[config.mk]
export PLATFORM = sky130hd
export DESIGN_NAME = shot_ctrl
export DESIGN_NICKNAME = d
export VERILOG_FILES = /design/src/rtl/game_pkg.sv /design/src/rtl/shot_slot.sv /design/src/rtl/shot_ctrl.sv
export SDC_FILE = /design/constraint.sdc
export NUM_CORES = 1
export LEC_CHECK = 0
export CELL_PAD_IN_SITES_DETAIL_PLACEMENT = 1
export CELL_PAD_IN_SITES_GLOBAL_PLACEMENT = 2
export CORE_MARGIN = 3
export CORE_UTILIZATION = 36
export CTS_BUF_LIST = sky130_fd_sc_hd__clkbuf_8 sky130_fd_sc_hd__clkbuf_16
export CTS_CLUSTER_DIAMETER = 60
export DETAILED_ROUTE_END_ITERATION = 6
export GPL_ROUTABILITY_DRIVEN = 0
export HOLD_SLACK_MARGIN = 0.1
export PLACE_DENSITY_LB_ADDON = 0.1
export SYNTH_ARGS = -nofsm -noshare
export SYNTH_HDL_FRONTEND = slang
export SYNTH_SLANG_ARGS = --single-unit
[constraint.sdc]
create_clock -name clk -period 5.6 [get_ports clk]
set_input_delay 0.84 -clock clk [delete_from_list [all_inputs] [get_ports clk]]
set_output_delay 0.84 -clock clk [all_outputs]
set_load 0.02 [all_outputs]
[src/rtl/game_pkg.sv]
// Shared game definitions: scene encodings, playfield limits, shot spawn/retire
// rows and the coordinate width used by the player, enemy and shot blocks.
package game_pkg;

    localparam int unsigned COORD_W = 9;

    typedef logic [COORD_W-1:0] coord_t;

    typedef enum logic [1:0] {
        SCENE_TITLE = 2'b00,
        SCENE_PLAY  = 2'b01,
        SCENE_OVER  = 2'b10
    } scene_e;

    localparam int unsigned X_MIN   = 64;
    localparam int unsigned X_MAX   = 208;
    localparam int unsigned SPAWN_Y = 220;
    localparam int unsigned Y_TOP   = 16;

endpackage

[src/rtl/shot_slot.sv]
// One shot slot: holds live flag and x/y, applies kill > scene-clear > spawn > move
// priority, and reports whether the shot covers the renderer query pixel.
// Ports:
//   clk, rst        clock, asynchronous active-high reset
//   clk_en          game tick
//   play            scene is PLAY
//   spawn           this slot is the spawn target this tick
//   kill            retire request for this slot (any cycle)
//   spawn_x         player x captured at spawn
//   qx, qy          renderer query pixel
//   active, x, y    slot state (registered)
//   cover_c         combinational: live shot covers (qx,qy)
module shot_slot #(
    parameter int unsigned SPAWN_Y = game_pkg::SPAWN_Y,
    parameter int unsigned Y_TOP   = game_pkg::Y_TOP,
    parameter int unsigned SPEED   = 2,
    parameter int unsigned SHOT_W  = 2,
    parameter int unsigned SHOT_H  = 4
) (
    input  logic                        clk,
    input  logic                        rst,
    input  logic                        clk_en,
    input  logic                        play,
    input  logic                        spawn,
    input  logic                        kill,
    input  logic [game_pkg::COORD_W-1:0] spawn_x,
    input  logic [game_pkg::COORD_W-1:0] qx,
    input  logic [game_pkg::COORD_W-1:0] qy,
    output logic                        active,
    output logic [game_pkg::COORD_W-1:0] x,
    output logic [game_pkg::COORD_W-1:0] y,
    output logic                        cover_c
);
    import game_pkg::*;

    localparam int unsigned CW = COORD_W;
    // One extra bit so x+SHOT_W / y+SHOT_H cannot wrap.
    localparam int unsigned XW = COORD_W + 1;
    localparam logic [XW-1:0] RETIRE_Y = XW'(Y_TOP + SPEED);

    logic [XW-1:0] x_w, y_w, qx_w, qy_w;

    // Slot state; kill wins, retirement is checked before subtracting.
    always_ff @(posedge clk or posedge rst) begin
        if (rst) begin
            active <= 1'b0;
            x      <= '0;
            y      <= '0;
        end else if (kill && active) begin
            active <= 1'b0;
        end else if (clk_en) begin
            if (!play) begin
                active <= 1'b0;
            end else if (spawn) begin
                active <= 1'b1;
                x      <= spawn_x;
                y      <= CW'(SPAWN_Y);
            end else if (active) begin
                if ({1'b0, y} < RETIRE_Y) begin
                    active <= 1'b0;
                end else begin
                    y <= y - CW'(SPEED);
                end
            end
        end
    end

    // Pixel coverage test on widened coordinates.
    assign x_w  = {1'b0, x};
    assign y_w  = {1'b0, y};
    assign qx_w = {1'b0, qx};
    assign qy_w = {1'b0, qy};

    assign cover_c = active
                   && (qx_w >= x_w) && (qx_w < x_w + XW'(SHOT_W))
                   && (qy_w >= y_w) && (qy_w < y_w + XW'(SHOT_H));

endmodule

[src/rtl/shot_ctrl.sv]
// Shot controller: spawns a shot at the player's x on each fire press (subject to
// scene, cooldown and a free slot), advances live shots each game tick, retires
// them at the top or on a kill request, and answers renderer coverage queries.
// Ports:
//   clk, rst            clock, asynchronous active-high reset
//   clk_en              game tick pulse
//   swF                 fire switch, active-low raw level
//   scene               game scene (PLAY = 2'b01)
//   pos                 player x
//   kill_valid/kill_idx retire one slot (any cycle)
//   qx, qy              renderer query pixel
//   pix_on              registered coverage of previous-cycle query
//   active              per-slot live flags
//   shot_x, shot_y      flattened slot coordinates, slot i at [9i+8:9i]
//   fired               1-cycle pulse after a spawn tick
module shot_ctrl #(
    parameter int unsigned NSHOT    = 4,
    parameter int unsigned SPAWN_Y  = game_pkg::SPAWN_Y,
    parameter int unsigned Y_TOP    = game_pkg::Y_TOP,
    parameter int unsigned SPEED    = 2,
    parameter int unsigned COOLDOWN = 12,
    parameter int unsigned SHOT_W   = 2,
    parameter int unsigned SHOT_H   = 4,
    localparam int unsigned IDXW    = (NSHOT > 1) ? $clog2(NSHOT) : 1
) (
    input  logic                                clk,
    input  logic                                rst,
    input  logic                                clk_en,
    input  logic                                swF,
    input  logic [1:0]                          scene,
    input  logic [game_pkg::COORD_W-1:0]        pos,
    input  logic                                kill_valid,
    input  logic [IDXW-1:0]                     kill_idx,
    input  logic [game_pkg::COORD_W-1:0]        qx,
    input  logic [game_pkg::COORD_W-1:0]        qy,
    output logic                                pix_on,
    output logic [NSHOT-1:0]                    active,
    output logic [game_pkg::COORD_W*NSHOT-1:0]  shot_x,
    output logic [game_pkg::COORD_W*NSHOT-1:0]  shot_y,
    output logic                                fired
);
    import game_pkg::*;

    localparam int unsigned CW   = COORD_W;
    localparam int unsigned CDW  = (COOLDOWN > 0) ? $clog2(COOLDOWN + 1) : 1;

    logic             fire_prev;
    logic [CDW-1:0]   cooldown;
    logic             play_c;
    logic             press_c;
    logic             spawn_c;
    logic [NSHOT-1:0] free_c;
    logic [NSHOT-1:0] lowest_free_c;
    logic [NSHOT-1:0] spawn_oh_c;
    logic [NSHOT-1:0] kill_oh_c;
    logic [NSHOT-1:0] cover_c;

    assign play_c  = (scene == SCENE_PLAY);
    assign press_c = fire_prev && !swF;

    // Free means not live at the start of the cycle; a slot being killed is still live.
    assign free_c        = ~active;
    assign lowest_free_c = free_c & (~free_c + NSHOT'(1));

    assign spawn_c    = clk_en && play_c && press_c && (cooldown == '0) && (|free_c);
    assign spawn_oh_c = spawn_c ? lowest_free_c : '0;

    // Press detection, cooldown, fired pulse and registered pixel coverage.
    always_ff @(posedge clk or posedge rst) begin
        if (rst) begin
            fire_prev <= 1'b1;
            cooldown  <= '0;
            fired     <= 1'b0;
            pix_on    <= 1'b0;
        end else begin
            pix_on <= |cover_c;
            fired  <= spawn_c;
            if (clk_en) begin
                fire_prev <= swF;
                if (!play_c) begin
                    cooldown <= '0;
                end else if (spawn_c) begin
                    cooldown <= CDW'(COOLDOWN);
                end else if (cooldown != '0) begin
                    cooldown <= cooldown - CDW'(1);
                end
            end
        end
    end

    for (genvar i = 0; i < NSHOT; i++) begin : g_slot
        assign kill_oh_c[i] = kill_valid && (kill_idx == IDXW'(i));

        shot_slot #(
            .SPAWN_Y (SPAWN_Y),
            .Y_TOP   (Y_TOP),
            .SPEED   (SPEED),
            .SHOT_W  (SHOT_W),
            .SHOT_H  (SHOT_H)
        ) u_slot (
            .clk     (clk),
            .rst     (rst),
            .clk_en  (clk_en),
            .play    (play_c),
            .spawn   (spawn_oh_c[i]),
            .kill    (kill_oh_c[i]),
            .spawn_x (pos),
            .qx      (qx),
            .qy      (qy),
            .active  (active[i]),
            .x       (shot_x[i*CW +: CW]),
            .y       (shot_y[i*CW +: CW]),
            .cover_c (cover_c[i])
        );
    end

endmodule

==> impl_metrics.tcl <==
set metrics [dict create \
    status "completed" \
    vias_per_cell 5.352 \
    holdBufCountCts 0 \
    wl_per_cell_um 19.02 \
    min-delay-start "cooldown[1]$_DFFE_PP0P_" \
    synth-adder-area-share_pct 25.50 \
    final_max_slew_viol_count 0 \
    ios 114 \
    via_count 6588 \
    min_period_ns 3.259 \
    diodes 0 \
    nFillCells 2304 \
    die_h_um 149.0 \
    muxShareOfSynthArea_pct 0.1530 \
    grt_pass1_wl_mm 38.23 \
    syn_avg_cell_area_um2 8.598 \
    cts_setup_buffers 0 \
    hpwl_mm 19.04 \
    yosys_register_bits 79 \
    grtUsageTotal_pct 21.76 \
    drv_cap 0 \
    grt_pass1_vias 7221 \
    synth-async-reset-ratio_pct 100.0 \
    port_buffers 109 \
    power_w 0.002363 \
    clk_latency_ns 0.35 \
    antenna_found_initial 0 \
    setup_viol 0 \
    crit_type "in -> reg" \
    power_density_mw_per_mm2 262.4 \
    numCtsBuffers 9 \
    p_leak_nw 4.125 \
    hold_viol 0 \
    ctsResizeCount 0 \
    synth_compound_area_share_pct 15.71 \
    hp-class "reg -> reg" \
    register_area_mm2 0.001978 \
    cp.arrival_ns 3.49 \
    worst_setup_path_startpoint "qx[7]" \
    synthTopCellsByArea "dfrtp_1 27%, ha_1 26%, xnor2_1 7.1%" \
    final_area_mm2 0.009006 \
    clk_path_buf_depth 2 \
    nets 1147 \
    peakVddDrop_uv 188.1 \
    synth-xor-area-share_pct 7.140 \
    fin_crit_sh_pct 58.20 \
    grt_max_degree 57 \
    syn_inst 856 \
    drt_iter0_markers 264 \
    synthSimpleGateAreaFrac_pct 18.38 \
    yosysUniqueCellTypes 57 \
    drive_gt1_share_pct 4.555 \
    synth_top_family_by_area "adder cells" \
    dieArea_mm2 0.02220 \
    r2r_start "g_slot[2].u_slot.x[3]$_DFFE_PP0P_" \
    dp_cells 1215 \
    synth-edff-count 0 \
    drt_drc_violations_left 0 \
    first_pass_iters 4 \
    fmax_mhz 306.8 \
    synth-main-ff-cell "dfrtp_1" \
    setup_tns_ns 0 \
    relSlewSlack_pct 46.17 \
    synth_top_area_cell "dfrtp_1" \
    finalNonFillerCells 1231 \
    antenna_left 0 \
    num_rows 51 \
    cts.sinks 79 \
    finalWirelength_mm 23.42 \
    crit_path_end_kind "register" \
    yosysTopAreaCellShare_pct 26.52 \
    syn-cell-area_mm2 0.007360 \
    start_util_pct 37.20 \
    area_growth_syn_to_layout_pct 22.37 \
    tightestPinTransition_ns 0.8075 \
    clockRootBuffer "clkbuf_16" \
    tritoncts "yes" \
    yosysSeqAreaShare_pct 26.88 \
    clkTransAtPathRegs_ns 0.07 \
    critPathRequiredTime_ns 5.83 \
    grt_remaining_overflow 0 \
    worstPathMaxFanout 8 \
    worstSetupStartpointType "input port" \
    multiInputGateArea_mm2 0.004937 \
    die_w_um 149.0 \
    yosysWarningCount 0 \
    rsz0062_at_grt "false" \
    placed_area_mm2 0.008707 \
    clock_skew_ns 0.008064 \
    cts.htree.levels 3 \
    core_mm2 0.01978 \
]
-- worst max-delay path, stage by stage --
cell	delay, ns
clkdlybuf4s50_1	0.75
ha_1	0.33
a2111oi_0	0.48
o21ai_0	0.18
a41oi_1	0.26
a211oi_1	0.12
o31ai_1	0.09
a211oi_1	0.07
or3_1	0.36
-- layout make-up --
| class | count | share of cell area [%] |
|---|---|---|
| Timing Repair Buffer | 114 | 12.53 |
| Clock buffer | 10 | 2.654 |
| Tap cell | 265 | 3.682 |
| Multi-Input combinational cell | 669 | 54.82 |
| Clock inverter | 6 | 0.6669 |
| Inverter | 88 | 3.682 |
| Sequential cell | 79 | 21.96 |
-- cells by family after synthesis --
family          count (synthesis)
simple gates                  265
compound gates                189
fa+ha+maj                     150
buf+inv                       111
flops                          79
xor+xnor                       60
other cells                     1
mux                             1
-- state kept, by name, indices dropped and copies added, names as in the netlist --
| name | count |
|---|---|
| g_slot.u_slot.y | 32 |
| fire_prev | 1 |
| pix_on | 1 |
| cooldown | 4 |
| g_slot.u_slot.x | 36 |
| g_slot.u_slot.active | 4 |
| fired | 1 |
-- per-layer routing --
layer	global-route usage [%]	part of all wire, %	vias up	wire length, µm
met5	0	0	-	0
met4	7.735	2.5	0	593
met3	2.735	3.3	33	761
met2	37.77	48	122	11340
met1	27.84	46	3220	10720
li1	-	-	3213	-
-- path summary, 6_finish.rpt --
path	endpoint	slack [ns]	cells after the start
worst max-delay path	pix_on$_DFF_PP0_	2.34	9
worst min-delay path	cooldown[1]$_DFFE_PP0P_	0.53	2
worst max register to register	pix_on$_DFF_PP0_	2.67	9
worst min register to register	cooldown[1]$_DFFE_PP0P_	0.53	2
max in group asynchronous	cooldown[3]$_DFFE_PP0P_	3.66	3
min in group asynchronous	g_slot[2].u_slot.x[8]$_DFFE_PP0P_	0.79	2
-- layout by cell type, fill, tap and decap left out, types with 36 or more instances in the layout --
| master | instances |
|---|---|
| ha_1 | 150 |
| clkdlybuf4s50_1 | 109 |
| nand2_1 | 90 |
| inv_1 | 86 |
| o21ai_0 | 78 |
| dfrtp_1 | 78 |
| xnor2_1 | 60 |
| nor2_1 | 42 |
| nand3_1 | 40 |
| a21oi_1 | 36 |
-- synth_stat cells, types with 10 or more instances --
library cell / n
ha_1: 150
nand2_1: 90
inv_1: 87
dfrtp_1: 78
o21ai_0: 78
xnor2_1: 60
nor2_1: 42
nand3_1: 40
a21oi_1: 36
nor3_1: 22
clkbuf_1: 13
o21a_1: 11
or3_1: 11
and3_1: 10
nand2b_1: 10
-- stage by stage --
| step | util [%] | hold WS (ns) | setup WS, ns |
|---|---|---|---|
| floorplan | - | 0.4728 | 2.738 |
| global placement | 44.02 | 0.4948 | 2.018 |
| detailed placement | 44.02 | 0.5138 | 1.959 |
| CTS | 45.53 | 0.5278 | 2.316 |
| global route | 45.53 | 0.5694 | 2.013 |
| finish | 45.53 | 0.5264 | 2.341 |
-- where the power goes --
part | switching (W) | internal, W
sequential | 0.000103 | 0.000641
clock | 0.000267 | 0.000356
combinational | 0.000548 | 0.000449
total | 0.000918 | 0.00145
Power figures use the tool's default switching activity.
